<file path="src/rtl/vec_fp16_alu.sv">
// Lane-serial FP16 vector ALU: VADD, VDOT, SMUL, NOP over LANES lanes.
// One shared adder and one shared multiplier are stepped across the lanes.
module vec_fp16_alu #(
  parameter int LANES = 16
) (
  input  logic                 clk,
  input  logic                 rst,
  input  logic                 in_valid,
  output logic                 in_ready,
  input  logic [3:0]           opcode,
  input  logic [16*LANES-1:0]  op_1,
  input  logic [16*LANES-1:0]  op_2,
  output logic                 out_valid,
  input  logic                 out_ready,
  output logic [16*LANES-1:0]  result,
  output logic                 out_err
);

  localparam int CW = (LANES > 1) ? $clog2(LANES) : 1;
  localparam logic [CW-1:0] LAST = CW'(LANES - 1);

  typedef enum logic [1:0] {IDLE, RUN, DONE} state_t;

  function automatic logic [15:0] fp_add(
    input logic [15:0] a,
    input logic [15:0] b
  );
    logic [15:0] g, s, r;
    logic [4:0]  d;
    logic [10:0] al, sh;
    logic [11:0] m;
    logic [3:0]  lz;
    g = (a[14:0] >= b[14:0]) ? a : b;
    s = (a[14:0] >= b[14:0]) ? b : a;
    d = g[14:10] - s[14:10];
    al = {1'b1, s[9:0]} >> d;
    if (a[15] == b[15])
      m = {2'b01, g[9:0]} + {1'b0, al};
    else
      m = {2'b01, g[9:0]} - {1'b0, al};
    lz = 4'd0;
    for (int i = 0; i <= 10; i++)
      if (m[i]) lz = 4'(10 - i);
    sh = m[10:0] << lz;
    if (a[14:10] == 5'h1f)
      r = {a[15], 5'h1f, 10'h0};
    else if (b[14:10] == 5'h1f)
      r = {b[15], 5'h1f, 10'h0};
    else if (b[14:10] == 5'h0)
      r = (a[14:10] == 5'h0) ? 16'h0 : a;
    else if (a[14:10] == 5'h0)
      r = b;
    else if (d > 5'd11)
      r = g;
    else if (m[11])
      r = (g[14:10] == 5'd30) ? {g[15], 5'h1f, 10'h0}
                              : {g[15], g[14:10] + 5'd1, m[10:1]};
    else if (m == 12'h0)
      r = 16'h0;
    else if ({1'b0, g[14:10]} <= {2'b0, lz})
      r = 16'h0;
    else
      r = {g[15], g[14:10] - {1'b0, lz}, sh[9:0]};
    return r;
  endfunction

  function automatic logic [15:0] fp_mul(
    input logic [15:0] a,
    input logic [15:0] b
  );
    logic [21:0] p;
    logic [6:0]  t;
    logic [9:0]  f;
    logic [15:0] r;
    logic        sg;
    sg = a[15] ^ b[15];
    p = {11'b0, 1'b1, a[9:0]} * {11'b0, 1'b1, b[9:0]};
    t = {2'b0, a[14:10]} + {2'b0, b[14:10]} + {6'b0, p[21]};
    f = p[21] ? p[20:11] : p[19:10];
    if (a[14:10] == 5'h0 || b[14:10] == 5'h0)
      r = 16'h0;
    else if (a[14:10] == 5'h1f || b[14:10] == 5'h1f)
      r = {sg, 5'h1f, 10'h0};
    else if (t < 7'd16)
      r = 16'h0;
    else if (t > 7'd45)
      r = {sg, 5'h1f, 10'h0};
    else
      r = {sg, 5'(t - 7'd15), f};
    return r;
  endfunction

  state_t               state;
  logic [CW-1:0]        cnt;
  logic [3:0]           op_q;
  logic [16*LANES-1:0]  a_q, b_q, work;
  logic [16*LANES-1:0]  nwork, fin;
  logic [15:0]          acc, la, lb, prod, sum, lane;
  logic                 is_vadd, is_vdot, is_smul, is_nop, illegal;

  assign is_vadd = (op_q == 4'b0000);
  assign is_vdot = (op_q == 4'b0001);
  assign is_smul = (op_q == 4'b0010);
  assign is_nop  = (op_q == 4'b1111);
  assign illegal = ~(is_vadd | is_vdot | is_smul | is_nop);

  always_comb begin
    la = a_q[{cnt, 4'b0} +: 16];
    lb = b_q[{cnt, 4'b0} +: 16];
    prod = fp_mul(is_smul ? a_q[15:0] : la, lb);
    sum = fp_add(is_vdot ? acc : la, is_vdot ? prod : lb);
    lane = 16'h0;
    unique case (1'b1)
      is_vadd: lane = sum;
      is_smul: lane = prod;
      is_nop:  lane = la;
      default: lane = 16'h0;
    endcase
    nwork = work;
    nwork[{cnt, 4'b0} +: 16] = lane;
    fin = nwork;
    // VDOT leaves lanes 1.. at zero; lane 0 is the final sum
    if (is_vdot) fin[15:0] = sum;
  end

  always_ff @(posedge clk or posedge rst) begin
    if (rst) begin
      state     <= IDLE;
      cnt       <= '0;
      op_q      <= 4'h0;
      a_q       <= '0;
      b_q       <= '0;
      work      <= '0;
      acc       <= 16'h0;
      result    <= '0;
      out_err   <= 1'b0;
      out_valid <= 1'b0;
      in_ready  <= 1'b1;
    end else begin
      case (state)
        IDLE: if (in_valid) begin
          op_q     <= opcode;
          a_q      <= op_1;
          b_q      <= op_2;
          cnt      <= '0;
          acc      <= 16'h0;
          work     <= '0;
          in_ready <= 1'b0;
          state    <= RUN;
        end
        RUN: begin
          work <= nwork;
          if (is_vdot) acc <= sum;
          if (cnt == LAST) begin
            result    <= fin;
            out_err   <= illegal;
            out_valid <= 1'b1;
            state     <= DONE;
          end else begin
            cnt <= cnt + 1'b1;
          end
        end
        DONE: if (out_ready) begin
          out_valid <= 1'b0;
          in_ready  <= 1'b1;
          state     <= IDLE;
        end
        default: state <= IDLE;
      endcase
    end
  end

endmodule

</file>
<file path="config.mk">
export PLATFORM = sky130hd
export DESIGN_NAME = vec_fp16_alu
export DESIGN_NICKNAME = d
export VERILOG_FILES = /design/src/rtl/vec_fp16_alu.sv
export SDC_FILE = /design/constraint.sdc
export NUM_CORES = 2
export LEC_CHECK = 0
export CORE_MARGIN = 2
export CORE_UTILIZATION = 32
export CTS_CLUSTER_DIAMETER = 200
export DETAILED_ROUTE_END_ITERATION = 6
export GPL_TIMING_DRIVEN = 1
export PLACE_DENSITY = 0.63
export SYNTH_ARGS = -nofsm -noshare
export SYNTH_HDL_FRONTEND = slang
export SYNTH_SLANG_ARGS = --single-unit
</file>
<file path="constraint.sdc">
create_clock -name clk -period 39.2 [get_ports clk]
set_input_delay 3.92 -clock clk [delete_from_list [all_inputs] [get_ports clk]]
set_output_delay 3.92 -clock clk [all_outputs]
set_load 0.03 [all_outputs]
</file>
==> impl_metrics.csv <==
group,metric,value,unit
floorplanning,dieArea,174000,µm²
floorplanning,core,170000,µm²
worst_setup_path,worst_path_max_delay_cell,"buf_4",
synth,synth_edf_count,0,
place,port_buffers,778,
clock_tree,clk_pin_slew,0.06,ns
floorplanning,start_util,32.2,%
worst_setup_path,r2r_cells,75,
clock_tree,post_cts_buffers,0,
timing,fmax,41.9,MHz
synth,synth_common_cells,"nand2_1 (2000), dfrtp_1 (1052), nor2_1 (580)",
timing,hold_violations,0,
global_routing,grt.overflow.total,0,
min_path,hp-class,"reg -> reg",
global_routing,grt_max_degree,239,
place,hpwl,160000,µm
clock_tree,clock_sinks,1053,
route,routed_wl,216000,µm
timing,fin_skew,0.0855,ns
clock_tree,ctsHoldBuffers,0,
timing,min_period,23.85,ns
route,drt.antenna.violating_nets,0,
worst_setup_path,cp.arrival,24.44,ns
clock_tree,cts_buffer_depth,3,
timing,tightest_slew,1.37,ns
min_path,whs_path_depth,2,
place,routabilityCongestion,0.960,
timing,grt_setup_unrepaired,"no",
route,vias,47800,
worst_setup_path,worstPathRequired,39.79,ns
global_routing,gr-usage-all-layers,24.3,%
timing,tns,0,ns
timing,fin_crit_sh,60.8,%
synth,avgSynthCellArea,9.06,µm²
layout,nets,7350,
clock_tree,cts_buffers,112,
synth,synth.most_common_cell,"nand2_1",
synth,synth_area,54700,µm²
worst_setup_path,cpMostUsedCell,"fa_1",
worst_setup_path,cp-start-kind,"flip-flop",
synth,ys_ff_latch,1053,
synth,synth_area_leaders,"dfrtp_1 (48%), nand2_1 (14%), mux4_2 (4.8%)",
synth,synth_top_area_share,48.1,%
route,via_per_inst,5.33,
worst_setup_path,worst_setup_path_end_kind,"flip-flop",
clock_tree,ctsRootBufferMaster,"clkbuf_16",
synth,yosysUniqueCellTypes,113,
worst_setup_path,path_max_fanout,54,
synth,seq_area_frac_synth,48.2,%
synth,syn-num-nets,6741,
route,drc,0,
clock_tree,worstSkewPairLatency,0.79,ns
timing,setup-violations-final,0,
route,first_pass_iters,6,
synth,ys_async_sr_fraction,100,%
global_routing,antenna_found_initial,16,
global_routing,grt_pass1_vias,48300,
floorplanning,rows,151,
layout,area_growth,25.2,%
synth,yosysWarnings,0,
layout,drive_above_1_share,7.03,%
floorplanning,num_io_pins,779,
floorplanning,die_width,417,µm
synth,yosys.area.top_type,"dfrtp_1",
synth,synth_flop_cell,"dfrtp_1",
worst_setup_path,max_stage_delay,0.93,ns
timing,drv_slew,0,
clock_tree,htree_num_levels,3,
timing,slew-limit-headroom,8.20,%
outcome,status,"finished, final reports clean",
floorplanning,die_y,417,µm
clock_tree,cts_tree,"built",
route,drt-initial-drc-count,4672,
global_routing,grt_pass1_wl,320000,µm
route,wire_per_inst,24.0,µm
synth,syn-instance-count,6041,
clock_tree,cts-resized-gates,0,
worst_setup_path,worstSetupPathType,"reg -> reg",
flow_run,max_cap_viol_count,0,
==> cell usage in the layout, fill, tap and decap left out, types with 78 or more instances in the layout <==
cell	instances
nand2_1	2000
dfrtp_1	1048
clkdlybuf4s50_1	778
nor2_1	575
o21ai_0	248
inv_1	161
a21oi_1	152
a22o_1	129
mux4_2	117
mux2i_1	114
clkbuf_16	114
ha_1	97
o21ai_1	93
fa_1	83
buf_4	79
nand3_1	78
==> flip-flops by register name, summed over array words and instances (netlist names) <==
register / count
a_q: 256
acc: 16
b_q: 256
cnt: 4
in_ready: 1
op_q: 4
out_err: 1
out_valid: 1
result: 256
state: 2
work: 256
==> cells by family (layout without fill, tap and decap cells) <==
kind of cell | after synthesis | count (layout) | share of synthesized area [%]
simple gates | 2918 | 2918 | 21.5
compound gates | 1065 | 1065 | 13.0
flops | 1053 | 1053 | 48.2
buf+inv | 535 | 1239 | 4.08
mux | 248 | 248 | 7.28
fa+ha+maj | 180 | 180 | 5.26
xor+xnor | 42 | 42 | 0.741
other cells | 0 | 6 | 0
==> layout make-up <==
type	count	area, µm²
well taps	2218	2780
fillers	16700	101000
diodes	6	15.0
inverters	170	646
flip-flops and latches	1053	26400
multi-input cells	4453	26200
clock buffers	171	3350
repair buffers	860	8440
clock inverters	38	664
==> final timing paths <==
| path | start | to | slack [ns] |
|---|---|---|---|
| max in group asynchronous | rst | a_q[172] | 31.46 |
| max reg2reg | cnt[0] | work[93] | 15.35 |
| max | cnt[0] | work[93] | 15.35 |
| min reg2reg | b_q[46] | b_q[46] | 0.47 |
| min | b_q[46] | b_q[46] | 0.47 |
| min in group asynchronous | rst | result[29] | 3.71 |
==> per-layer routing <==
layer,global-route usage [%],vias to the layer above,share of wire (%)
met5,0,-,0.055
met4,11.1,18,5.1
met3,4.47,401,7.0
met2,40.2,1987,48
met1,31.0,23800,40
li1,-,21600,-
==> per-stage QoR <==
step / setup WS [ns] / utilization (%) / hold slack [ns] / cells / area (µm²)
6_report: 15.35 / 40.4 / 0.470 / 8969 / 68500
3_5_place_dp: 15.59 / 38.0 / 0.459 / 8754 / 64500
2_1_floorplan: 5.64 / - / 0.440 / 6041 / 54700
5_1_grt: 13.45 / 40.4 / 0.488 / 8968 / 68500
4_1_cts: 15.51 / 40.4 / 0.473 / 8963 / 68500
3_3_place_gp: 15.93 / 38.0 / 0.453 / 8754 / 64500
==> worst max-delay path: cells and delay by family (launching register included) <==
family,cells,cell delay [ns]
buf+inv,7,1.54
compound gates,33,8.99
flops,1,0.85
fa+ha+maj,12,5.49
simple gates,18,4.93
mux,3,1.34
xor+xnor,2,0.47
Power is left out: the tool's default activity adds up to more than one toggle a clock period on the data nets, which glitch-free logic cannot reach.
